==> src/rtl/snn_sched_pkg.sv <==
// rtl/snn_sched_pkg.sv - shared state encoding, width defaults and layer-select constants for snn_step_scheduler
package snn_sched_pkg;

    localparam int SPIKE_W_DEF = 24;
    localparam int DIV_W_DEF   = 8;

    localparam logic [1:0] LAYER_SEL_NONE   = 2'b00;
    localparam logic [1:0] LAYER_SEL_HIDDEN = 2'b01;
    localparam logic [1:0] LAYER_SEL_OUTPUT = 2'b10;

    typedef enum logic [2:0] {
        IDLE = 3'd0,
        LOAD = 3'd1,
        L1   = 3'd2,
        L2   = 3'd3,
        DONE = 3'd4
    } sched_state_t;

endpackage

==> src/rtl/flag_sync_edge.sv <==
// rtl/flag_sync_edge.sv - brings an SCLK-domain level flag into clk and pulses on its rising edge
module flag_sync_edge #(
    parameter int SYNC_STAGES = 2
) (
    input  logic clk,
    input  logic rst_n,
    input  logic i_flag,
    output logic o_rise
);

    logic [SYNC_STAGES-1:0] r_sync;
    logic                   r_prev;

    always_ff @(posedge clk or negedge rst_n) begin
        if (!rst_n) begin
            r_sync <= '0;
            r_prev <= 1'b0;
        end else begin
            r_sync <= {r_sync[SYNC_STAGES-2:0], i_flag};
            r_prev <= r_sync[SYNC_STAGES-1];
        end
    end

    assign o_rise = r_sync[SYNC_STAGES-1] & ~r_prev;

endmodule

==> src/rtl/snn_step_scheduler.sv <==
// rtl/snn_step_scheduler.sv - SNN timestep sequencer: tick divider, frame latch, layer enables; SCHED_STEP_COUNT_EN adds step_count
module snn_step_scheduler
    import snn_sched_pkg::*;
#(
    parameter int SPIKE_W      = SPIKE_W_DEF,
    parameter int DIV_W        = DIV_W_DEF,
    parameter int LAYER_CYCLES = 4,
    parameter int SYNC_STAGES  = 2,
    parameter int CNT_W        = 16
) (
    input  logic               clk,
    input  logic               rst_n,
    input  logic               clk_div_ready,
    input  logic               input_spike_ready,
    input  logic [DIV_W-1:0]   div_value,
    input  logic [SPIKE_W-1:0] input_spikes,
    input  logic               run_en,
    output logic [SPIKE_W-1:0] spikes_latched,
    output logic               spike_load,
    output logic [1:0]         layer_en,
    output logic               step_done,
    output logic               busy,
    output logic               tick,
    output logic               overrun,
    output logic [CNT_W-1:0]   step_count
);

    localparam int              LC_W    = $clog2(LAYER_CYCLES + 1);
    localparam logic [LC_W-1:0] LC_LAST = LC_W'(LAYER_CYCLES - 1);

    logic               w_div_rise;
    logic               w_spk_rise;
    logic               w_tick;

    logic [DIV_W-1:0]   r_cnt;
    logic [DIV_W-1:0]   r_div_q;
    logic               r_pending;
    logic               r_overrun;
    sched_state_t       r_state;
    logic [LC_W-1:0]    r_lcnt;
    logic [SPIKE_W-1:0] r_spikes;
    logic               r_spike_load;
    logic [1:0]         r_layer_en;
    logic               r_step_done;
    logic               r_busy;

    flag_sync_edge #(.SYNC_STAGES(SYNC_STAGES)) u_div_sync (
        .clk    (clk),
        .rst_n  (rst_n),
        .i_flag (clk_div_ready),
        .o_rise (w_div_rise)
    );

    flag_sync_edge #(.SYNC_STAGES(SYNC_STAGES)) u_spk_sync (
        .clk    (clk),
        .rst_n  (rst_n),
        .i_flag (input_spike_ready),
        .o_rise (w_spk_rise)
    );

    // A divider reload restarts the period, so the tick it would have produced is dropped.
    assign w_tick = (r_cnt == r_div_q) && !w_div_rise;

    always_ff @(posedge clk or negedge rst_n) begin
        if (!rst_n) begin
            r_cnt     <= '0;
            r_div_q   <= '1;
            r_pending <= 1'b0;
            r_overrun <= 1'b0;
        end else begin
            if (w_div_rise) begin
                r_div_q <= div_value;
                r_cnt   <= '0;
            end else if (r_cnt == r_div_q) begin
                r_cnt <= '0;
            end else begin
                r_cnt <= r_cnt + 1'b1;
            end

            if (w_div_rise) begin
                r_overrun <= 1'b0;
            end else if (w_tick && r_busy && r_pending) begin
                r_overrun <= 1'b1;
            end

            // A frame arriving in the LOAD cycle is a new frame and must survive the clear.
            if (w_spk_rise) begin
                r_pending <= 1'b1;
            end else if (r_state == LOAD) begin
                r_pending <= 1'b0;
            end
        end
    end

    always_ff @(posedge clk or negedge rst_n) begin
        if (!rst_n) begin
            r_state      <= IDLE;
            r_lcnt       <= '0;
            r_spikes     <= '0;
            r_spike_load <= 1'b0;
            r_layer_en   <= LAYER_SEL_NONE;
            r_step_done  <= 1'b0;
            r_busy       <= 1'b0;
        end else begin
            case (r_state)
                IDLE: begin
                    if (w_tick && run_en && r_pending) begin
                        r_state      <= LOAD;
                        r_spikes     <= input_spikes;
                        r_spike_load <= 1'b1;
                        r_busy       <= 1'b1;
                    end
                end
                LOAD: begin
                    r_state      <= L1;
                    r_spike_load <= 1'b0;
                    r_layer_en   <= LAYER_SEL_HIDDEN;
                    r_lcnt       <= '0;
                end
                L1: begin
                    if (r_lcnt == LC_LAST) begin
                        r_state    <= L2;
                        r_layer_en <= LAYER_SEL_OUTPUT;
                        r_lcnt     <= '0;
                    end else begin
                        r_lcnt <= r_lcnt + 1'b1;
                    end
                end
                L2: begin
                    if (r_lcnt == LC_LAST) begin
                        r_state     <= DONE;
                        r_layer_en  <= LAYER_SEL_NONE;
                        r_step_done <= 1'b1;
                        r_lcnt      <= '0;
                    end else begin
                        r_lcnt <= r_lcnt + 1'b1;
                    end
                end
                DONE: begin
                    r_state     <= IDLE;
                    r_step_done <= 1'b0;
                    r_busy      <= 1'b0;
                end
                default: begin
                    r_state      <= IDLE;
                    r_spike_load <= 1'b0;
                    r_layer_en   <= LAYER_SEL_NONE;
                    r_step_done  <= 1'b0;
                    r_busy       <= 1'b0;
                end
            endcase
        end
    end

`ifdef SCHED_STEP_COUNT_EN
    logic [CNT_W-1:0] r_step_count;

    always_ff @(posedge clk or negedge rst_n) begin
        if (!rst_n) begin
            r_step_count <= '0;
        end else if (r_state == DONE) begin
            r_step_count <= r_step_count + 1'b1;
        end
    end

    assign step_count = r_step_count;
`else
    assign step_count = '0;
`endif

    assign spikes_latched = r_spikes;
    assign spike_load     = r_spike_load;
    assign layer_en       = r_layer_en;
    assign step_done      = r_step_done;
    assign busy           = r_busy;
    assign tick           = w_tick;
    assign overrun        = r_overrun;

endmodule

==> config.mk <==
export PLATFORM = sky130hd
export DESIGN_NAME = snn_step_scheduler
export DESIGN_NICKNAME = d
export VERILOG_FILES = /design/src/rtl/snn_sched_pkg.sv /design/src/rtl/flag_sync_edge.sv /design/src/rtl/snn_step_scheduler.sv
export SDC_FILE = /design/constraint.sdc
export NUM_CORES = 1
export LEC_CHECK = 0
export CAP_MARGIN = 40
export CORE_UTILIZATION = 47
export CTS_BUF_LIST = sky130_fd_sc_hd__clkbuf_4 sky130_fd_sc_hd__clkbuf_8
export CTS_CLUSTER_DIAMETER = 50
export DETAILED_ROUTE_END_ITERATION = 8
export PLACE_DENSITY = 0.83
export SETUP_SLACK_MARGIN = 0.15
export SYNTH_ARGS = -nofsm -noshare
export SYNTH_HDL_FRONTEND = slang
export SYNTH_HIERARCHICAL = 1
export SYNTH_SLANG_ARGS = --single-unit
==> constraint.sdc <==
create_clock -name clk -period 2.7 [get_ports clk]
set_input_delay 0.54 -clock clk [delete_from_list [all_inputs] [get_ports clk]]
set_output_delay 0.54 -clock clk [all_outputs]
set_load 0.01 [all_outputs]
Word-level counts from Yosys, hierarchy flattened
Index checks and enable logic that the tools add are counted.
{"block": "classes", "addsub": 2, "eq_ne": 9, "muxes": 20, "n_bitwise": 8, "n_reduce_logical": 21}
{"cell": "8-bit two-way mux", "count": 2}
{"cell": "3-bit two-way mux", "count": 4}
{"cell": "3-bit case mux with 4 select lines", "count": 1}
{"cell": "3-bit by 2-bit == test with 1-bit output, second input constant", "count": 3}
{"cell": "3-bit OR reduction", "count": 3}
{"cell": "8-bit by 1-bit adder with 8-bit output, second input constant", "count": 1}
{"cell": "8-bit == test", "count": 1}
{"cell": "2-bit case mux with 4 select lines", "count": 1}
{"cell": "2-bit AND reduction", "count": 4}
{"cell": "1-bit two-way mux", "count": 6}
{"cell": "2-bit != test, second input constant", "count": 3}
{"cell": "1-bit inverter", "count": 6}
{"cell": "1-bit case mux with 2 select lines", "count": 3}
{"cell": "3-bit case mux with 2 select lines", "count": 1}
{"cell": "3-bit AND reduction", "count": 2}
{"cell": "2-bit nonzero test", "count": 3}
{"cell": "1-bit logical AND", "count": 5}
{"cell": "2-bit two-way mux", "count": 2}
{"cell": "2-bit OR reduction", "count": 2}
{"cell": "3-bit by 1-bit adder with 3-bit output, second input constant", "count": 1}
{"cell": "3-bit by 1-bit == test with 1-bit output, second input constant", "count": 1}
{"cell": "3-bit == test, second input constant", "count": 1}
{"cell": "3-bit logical NOT", "count": 1}
{"cell": "1-bit AND", "count": 2}
{"cell": "1-bit logical NOT", "count": 1}
{"block": "totals", "regBits": 59, "inputBits": 37, "out_inout_bits": 47, "wordCells": 75}

Longest topological paths before layout
Gate-level depths: netlist (run 1).
{"block": "logic_depth", "depth_word": 8, "mapped_depth": 6, "mapped_depth_nobuf": 5}

Cells and area by module
The synthesis (run 1) kept the hierarchy.
{"mod": "snn_step_scheduler", "n_inst": 1, "cells_per_inst": 180, "area_per_inst_um2": 2352.3, "seq_area_each_um2": 1336.3}
{"mod": "flag_sync_edge", "n_inst": 2, "cells_per_inst": 4, "area_per_inst_um2": 88.8, "seq_area_each_um2": 75.1}

Least setup slack after synthesis (run 1)
OpenSTA, ideal clock, no wires.
{"block": "synth_timing", "path_kind": "register to register", "startpoint": "register r_div_q[0]", "endpoint": "register r_spikes[15] (netlist: spikes_latched[15])", "setup_time_ps": 128, "arrival_ps": 1881, "required_ps": 2572, "path_slack_ps": 691, "path_stages_with_launch": 6, "n_path_buf": 1, "period_less_slack_ps": 2009, "path_cell_list": "dfstp_2 > xnor2_1 > nand4_2 > nor4_4 > buf_6 > mux2_1"}
{"block": "synth_via", "elab_chain_cells": 5}
{"item": "start: declaration", "line_no": "snn_step_scheduler.sv:36", "text": "logic [DIV_W-1:0] r_div_q;"}
{"item": "start signal: assignment", "line_no": "snn_step_scheduler.sv:72", "text": "r_div_q <= div_value;"}
{"item": "8-bit == test", "line_no": "snn_step_scheduler.sv:62", "text": "assign w_tick = (r_cnt == r_div_q) && !w_div_rise;"}
{"item": "1-bit logical AND", "line_no": "snn_step_scheduler.sv:62"}
{"item": "1-bit logical AND (2 in series)", "line_no": "snn_step_scheduler.sv:107", "text": "if (w_tick && run_en && r_pending) begin"}
{"item": "2-bit AND reduction (no line)"}
{"item": "end signal: assignment", "line_no": "snn_step_scheduler.sv:109", "text": "r_spikes <= input_spikes;"}
{"item": "end: declaration", "line_no": "snn_step_scheduler.sv:41", "text": "logic [SPIKE_W-1:0] r_spikes;"}
No other way between the ends.
A chain may end at the register's enable or synchronous reset.

Worst setup path after layout (run 1)
{"block": "layout_timing", "startpoint": "register r_div_q[0]", "endpoint": "output port tick"}
{"block": "layout_via", "elab_chain_cells": 2}
{"item": "8-bit == test", "line_no": "snn_step_scheduler.sv:62"}
{"item": "1-bit logical AND", "line_no": "snn_step_scheduler.sv:62"}
{"item": "end: declaration", "line_no": "snn_step_scheduler.sv:23", "text": "output logic tick,"}
No other way between the ends.

==> metrics.txt, run 1 <==
initial antenna violation count 0; top-count cell post-synth dfrtp_1; largest net degree at the start of global routing 60; port bufs 67; Max Freq 426 MHz; Net Switching 0.774 mW; Worst setup EP type primary output; ys flop type dfrtp_1; Clock power frac 29.3%; FF+latch count, synth 59; data arrival time of the critical path 1810 ps; Reg-to-Reg End spikes_latched[0]$_DFFE_PN0P_; worst slack at placement 403 ps; min Tclk post-route 2350 ps; syn avg cell area 13.5 um2; I/O pins 84; Post-synth EDFFs 0; clk buf depth 2; Fillers 404; Yosys cell types 33; Max-cap violations 0; Nets 302; # DRC 0; ys async rst share 100%; Leak Pwr 1.56 nW; grt ovf 0; Comb power frac 26.3%; die area 5680 um2; clock slew at reported path FFs 60 ps; Worst Max-Slew Pin Slew 720 ps; CP Launch Type register; Worst VDD drop 480 uV; setup repair bufs after CTS 0; Worst Reg-to-Reg Cells 5; YS warnings 6; top-area cell type share of the netlist area 50.4%; layout cell share with drive strength beyond 1 21.6%; Synth top cells by count dfrtp_1, buf_4, mux2_2; RSZ-0062 raised after global routing false; Final WS setup 352 ps; CTS tree yes; Die H 75.4 um; area grow syn2layout 35.0%; Max Slew Vio Count 0; 1st-pass router iterations 4; final setup violation count 0; CTS sink count 59; GP Congestion 0.753; Hold Vio Cnt, Final 0; post-synthesis cell count 188; Iteration-0 DRC Markers 78; largest area contributor in the netlist dfrtp_1; status completed; Slew headroom 52.0%; area of the core 5140 um2; Clock Skews 5.50 ps; CP required 2160 ps; setup_tns 0 ps; hold crit path type input port to asynchronous set/reset pin; CP Launch Point r_div_q[0]$_DFFE_PN1P_; GRT Total Usage 18.9%; multi-input combinational cell area 940 um2; reg2reg start r_div_q[0]$_DFFE_PN1P_; CP max FO 3; share of power burned in registers 44.4%; reg2reg setup slack 670 ps; global-route wire length before repair 7600 um; Via-to-Cell Ratio 4.77; H-tree Lvls 3; post-synthesis sequential area ratio 58.8%; clk_lat worst skew 330 ps; final WL 4650 um; Register Area 1490 um2; Sw Ratio 27.8%; internal power 2.01 mW; WS Path Type register to primary output; Critical Path Sink tick; diode count 0; Final period util 87.0%; num rows 26; Initial Util 49.2%; average wire per standard cell 13.7 um; Vias 1611; HPWL Detailed 3210 um; Post-Syn Area 2530 um2; vias in the first global route 1631; Antenna Nets Post-Route 0; die width 75.4 um; Power Density 815 nW/um2; top cells by area, synth dfrtp_1, dfstp_2, mux2_2; CTS buffer count 9; Power Total 2.78 mW; CTS root buffer clkbuf_8
==> worst max-delay path, cell delays in order (launching register included) <==
cell	delay, ps
dfstp_2	540
xnor2_1	150
nand4_2	210
nor3_2	270
dlygate4sd2_1	320
==> metal layers <==
layer  wire length (um)  track usage [%]
met1               2060             24.6
met2               2100             27.2
met3                387             7.01
met4                 97             11.1
met5                  0                0
==> cell usage in the layout (no fill, tap or decap), drive strengths merged, types with 4 or more instances in the layout <==
cell	n
buf	4
clkbuf	14
clkdlybuf4s50	65
conb	16
dfrtp	51
dfstp	8
mux2	32
nand2	7
nand3	5
nor2	12
nor2b	4
o21ai	7
xnor2	10
xor2	5
==> cells by family after synthesis <==
| logic type | Yosys count | share of synthesized area (%) |
|---|---|---|
| flops | 59 | 58.8 |
| simple gates | 40 | 9.05 |
| mux | 32 | 15.6 |
| buf+inv | 24 | 6.53 |
| compound gates | 15 | 3.76 |
| xor+xnor | 15 | 5.19 |
| fa+ha+maj | 2 | 0.989 |
| other cells | 1 | 0.148 |
==> sequential cells by signal, indices dropped and copies added, names as in the netlist, 2 cells and up <==
name / cells
layer_en: 2
r_cnt: 8
r_div_q: 8
r_lcnt: 3
r_state: 3
spikes_latched: 24
u_div_sync/r_sync: 2
u_spk_sync/r_sync: 2
==> per-stage QoR <==
step	area, um2	hold WS, ps	utilization (%)	std cells
6_report	3410	355	66.4	338
5_1_grt	3410	365	66.4	338
4_1_cts	3410	360	66.4	338
3_5_place_dp	3210	345	62.4	322
3_3_place_gp	3210	333	62.4	322
2_1_floorplan	2590	244	-	203
==> how the worst min path moves through the flow <==
| stage | cells after the start | startpoint | endpoint | slack (ps) |
|---|---|---|---|---|
| 6_report | 2 | rst_n | layer_en[0]$_DFFE_PN0P_ | 360 |
| 5_1_grt | 0 | u_div_sync/r_sync[0]$_DFF_PN0_ | u_div_sync/r_sync[1]$_DFF_PN0_ | 370 |
| 4_1_cts | 0 | u_div_sync/r_sync[0]$_DFF_PN0_ | u_div_sync/r_sync[1]$_DFF_PN0_ | 360 |
| 3_5_place_dp | 0 | u_div_sync/r_sync[0]$_DFF_PN0_ | u_div_sync/r_sync[1]$_DFF_PN0_ | 350 |
| 3_3_place_gp | 0 | u_div_sync/r_sync[0]$_DFF_PN0_ | u_div_sync/r_sync[1]$_DFF_PN0_ | 330 |
| 2_1_floorplan | 0 | rst_n | busy$_DFFE_PN0P_ | 240 |
==> timing repair <==
item | in CTS | in global routing
setup endpoints to repair | 1 | 0
hold buffers | 0 | 0
gates resized for setup | 2 | 0
==> power by group through the flow <==
stage	sequential (mW)	clock (mW)	combinational, mW
6_report	1.23	0.816	0.733
5_1_grt	1.26	0.871	0.809
4_1_cts	1.24	0.833	0.747
3_5_place_dp	1.25	0	0.741
3_3_place_gp	1.24	0	0.714
2_1_floorplan	1.27	0	0.368
==> area by class of cell <==
class	instances	area share, %
tap	70	2.57
multi-input combinational	120	27.5
clock buffer	14	4.91
clock inverter	2	1.03
inverter	3	0.330
timing repair buffer	70	20.1
sequential	59	43.5
(Power assumes the default switching activity.)
==> inputs of run 2 (changes only) <==
==> constraint.sdc (replaced) <==
create_clock -name clk -period 2.7 [get_ports clk]
set_input_delay 0.27 -clock clk [delete_from_list [all_inputs] [get_ports clk]]
set_output_delay 0.27 -clock clk [all_outputs]
set_load 0.01 [all_outputs]
==> run 2 against run 1 <==
Effect of this change: register-to-register slack worse by 20 ps; sequential share of layout area fell by 0.44 points; global-route usage fell by 0.82 points; sequential power about the same; via count is 1.2% lower; power rose by 2.8%; non-clock buffer count grew 1; final area rose by 1.0%; first-iteration DRC count fell by 37%.
==> metrics.txt, run 2 (synthesis gave the netlist of run 1 again) <==
Max Slew Vio Count 0 (unchanged); GP Congestion 0.829 (was 0.753); Max Freq 413 MHz (was 426 MHz); Final period util 89.8% (was 87.0%); diode count 0 (unchanged); HPWL Detailed 3230 um (was 3210 um); Iteration-0 DRC Markers 49 (was 78); CTS root buffer clkbuf_8 (unchanged); Nets 303 (was 302); CP required 2430 ps (was 2160 ps); vias in the first global route 1654 (was 1631); CTS buffer count 9 (unchanged); global-route wire length before repair 7280 um (was 7600 um); RSZ-0062 raised after global routing false (unchanged); Hold Vio Cnt, Final 0 (unchanged); layout cell share with drive strength beyond 1 21.2% (was 21.6%); Power Density 829 nW/um2 (was 815 nW/um2); Clock Skews 5.43 ps (was 5.50 ps); area grow syn2layout 36.4% (was 35.0%); CTS tree yes (unchanged); CP Launch Type register (unchanged); Comb power frac 25.5% (was 26.3%); I/O pins 84 (unchanged); post_cts resized 0 (was 2); commonest cells after routing, fill and taps aside clkdlybuf4s50_1, dfrtp_1, conb_1, mux2_2, nor2_1 (unchanged); CTS sink count 59 (unchanged); Die H 75.4 um (unchanged); Initial Util 49.2% (unchanged); Final WS setup 276 ps (was 352 ps); clk_lat worst skew 320 ps (was 330 ps); setup repair bufs after CTS 0 (unchanged); initial antenna violation count 0 (unchanged); internal power 2.10 mW (was 2.01 mW); Worst Max-Slew Pin Slew 623 ps (was 720 ps); max reg flops 24 (unchanged); final setup violation count 0 (unchanged); setup_tns 0 ps (unchanged); Power Total 2.86 mW (was 2.78 mW); most common cell after layout, fill and taps aside clkdlybuf4s50_1 (unchanged); CP max FO 3 (unchanged); H-tree Lvls 3 (unchanged); Antenna Nets Post-Route 0 (unchanged); Max-cap violations 0 (unchanged); min Tclk post-route 2420 ps (was 2350 ps); die area 5680 um2 (unchanged); area of the core 5140 um2 (unchanged); grt ovf 0 (unchanged); Layout Cells excl Fill 339 (was 338); num rows 26 (unchanged); largest net degree at the start of global routing 30 (was 60); port bufs 67 (unchanged); Worst setup EP type primary output (unchanged); average wire per standard cell 13.2 um (was 13.7 um); WS Path Type register to primary output (unchanged); share of power burned in registers 43.1% (was 44.4%); clk buf depth 2 (unchanged); post-placement cell count 322 (unchanged); Vias 1592 (was 1611); clock slew at reported path FFs 60 ps (about the same); 1st-pass router iterations 4 (unchanged); final WL 4480 um (was 4650 um); data arrival time of the critical path 2150 ps (was 1810 ps); Via-to-Cell Ratio 4.70 (was 4.77); final hold slack 350 ps (was 355 ps); Worst VDD drop 403 uV (was 480 uV); status completed (unchanged); GRT Total Usage 18.1% (was 18.9%); Slew headroom 58.5% (was 52.0%); Leak Pwr 1.56 nW (about the same); hold crit path type register to register (was input port to asynchronous set/reset pin); Clock power frac 31.4% (was 29.3%); worst slack at placement 640 ps (was 403 ps); Sw Ratio 26.7% (was 27.8%); # DRC 0 (unchanged); die width 75.4 um (unchanged); Fillers 413 (was 404); Net Switching 0.763 mW (was 0.774 mW)
==> run 2: cell types whose count changed in the layout (fill, tap and decap cells not counted) <==
cell,before,now
clkbuf_4,4,1
nor3_2,1,0
clkbuf_8,10,11
clkdlybuf4s50_1,65,66
dlygate4sd2_1,1,0
clkinvlp_4,0,1
nor3_1,2,3
bufinv_16,1,2
dlygate4sd3_1,0,1
==> run 2: repair_timing <==
item / CTS / global route
endpoints found under the setup margin: 0 / 0
hold endpoints to repair: 19 / 0
hold buffers: 1 / 0
==> run 2: worst max-delay path, cell delays in order (launching register included) <==
cell and delay (ps):
dfstp_2 530, xnor2_1 140, nand4_2 200, nor3_1 330
clkdlybuf4s50_1 630
==> run 2: path summary, 6_finish.rpt <==
path / start / to / slack [ps] / cells after the start
setup / recovery: r_div_q[4]$_DFFE_PN1P_ / tick / 280 / 4
hold / removal: u_div_sync/r_sync[0]$_DFF_PN0_ / u_div_sync/r_sync[1]$_DFF_PN0_ / 350 / 0
setup reg to reg: r_div_q[4]$_DFFE_PN1P_ / spikes_latched[0]$_DFFE_PN0P_ / 650 / 5
hold reg to reg: u_div_sync/r_sync[0]$_DFF_PN0_ / u_div_sync/r_sync[1]$_DFF_PN0_ / 350 / 0
max in group asynchronous: rst_n / spikes_latched[22]$_DFFE_PN0P_ / 1520 / 3
min in group asynchronous: rst_n / step_done$_DFFE_PN0P_ / 500 / 2
==> run 2: layout make-up <==
type,count,area (um2),area share [%]
Clock inverter,4,72.6,2.10
Clock buffer,12,159,4.61
Tap cell,70,87.6,2.54
Timing Repair Buffer,71,698,20.2
Inverter,3,11.3,0.326
Sequential cell,59,1490,43.1
Multi-Input combinational cell,120,935,27.1
==> run 2: power by group through the flow <==
stage               Clock, mW  Combinational (mW)  Sequential [mW]
CTS                     0.924               0.740             1.23
global route            0.965               0.792             1.26
finish                  0.899               0.729             1.23
global placement            0               0.716             1.24
floorplan                   0               0.368             1.27
detailed placement          0               0.738             1.24
==> run 2: metrics by stage <==
step / cell area (um2) / util [%]
after floorplan: 2590 / -
after global placement: 3210 / 62.4
after detailed placement: 3210 / 62.4
after CTS: 3450 / 67.1
after global routing: 3450 / 67.1
final: 3450 / 67.1
==> run 2: per-layer routing <==
metal | vias to the layer above | global-route usage [%] | wire (um)
met5 | - | 0 | 0
met4 | 0 | 9.88 | 86
met3 | 9 | 6.35 | 418
met2 | 67 | 28.6 | 2060
met1 | 754 | 21.8 | 1910
li1 | 762 | - | -
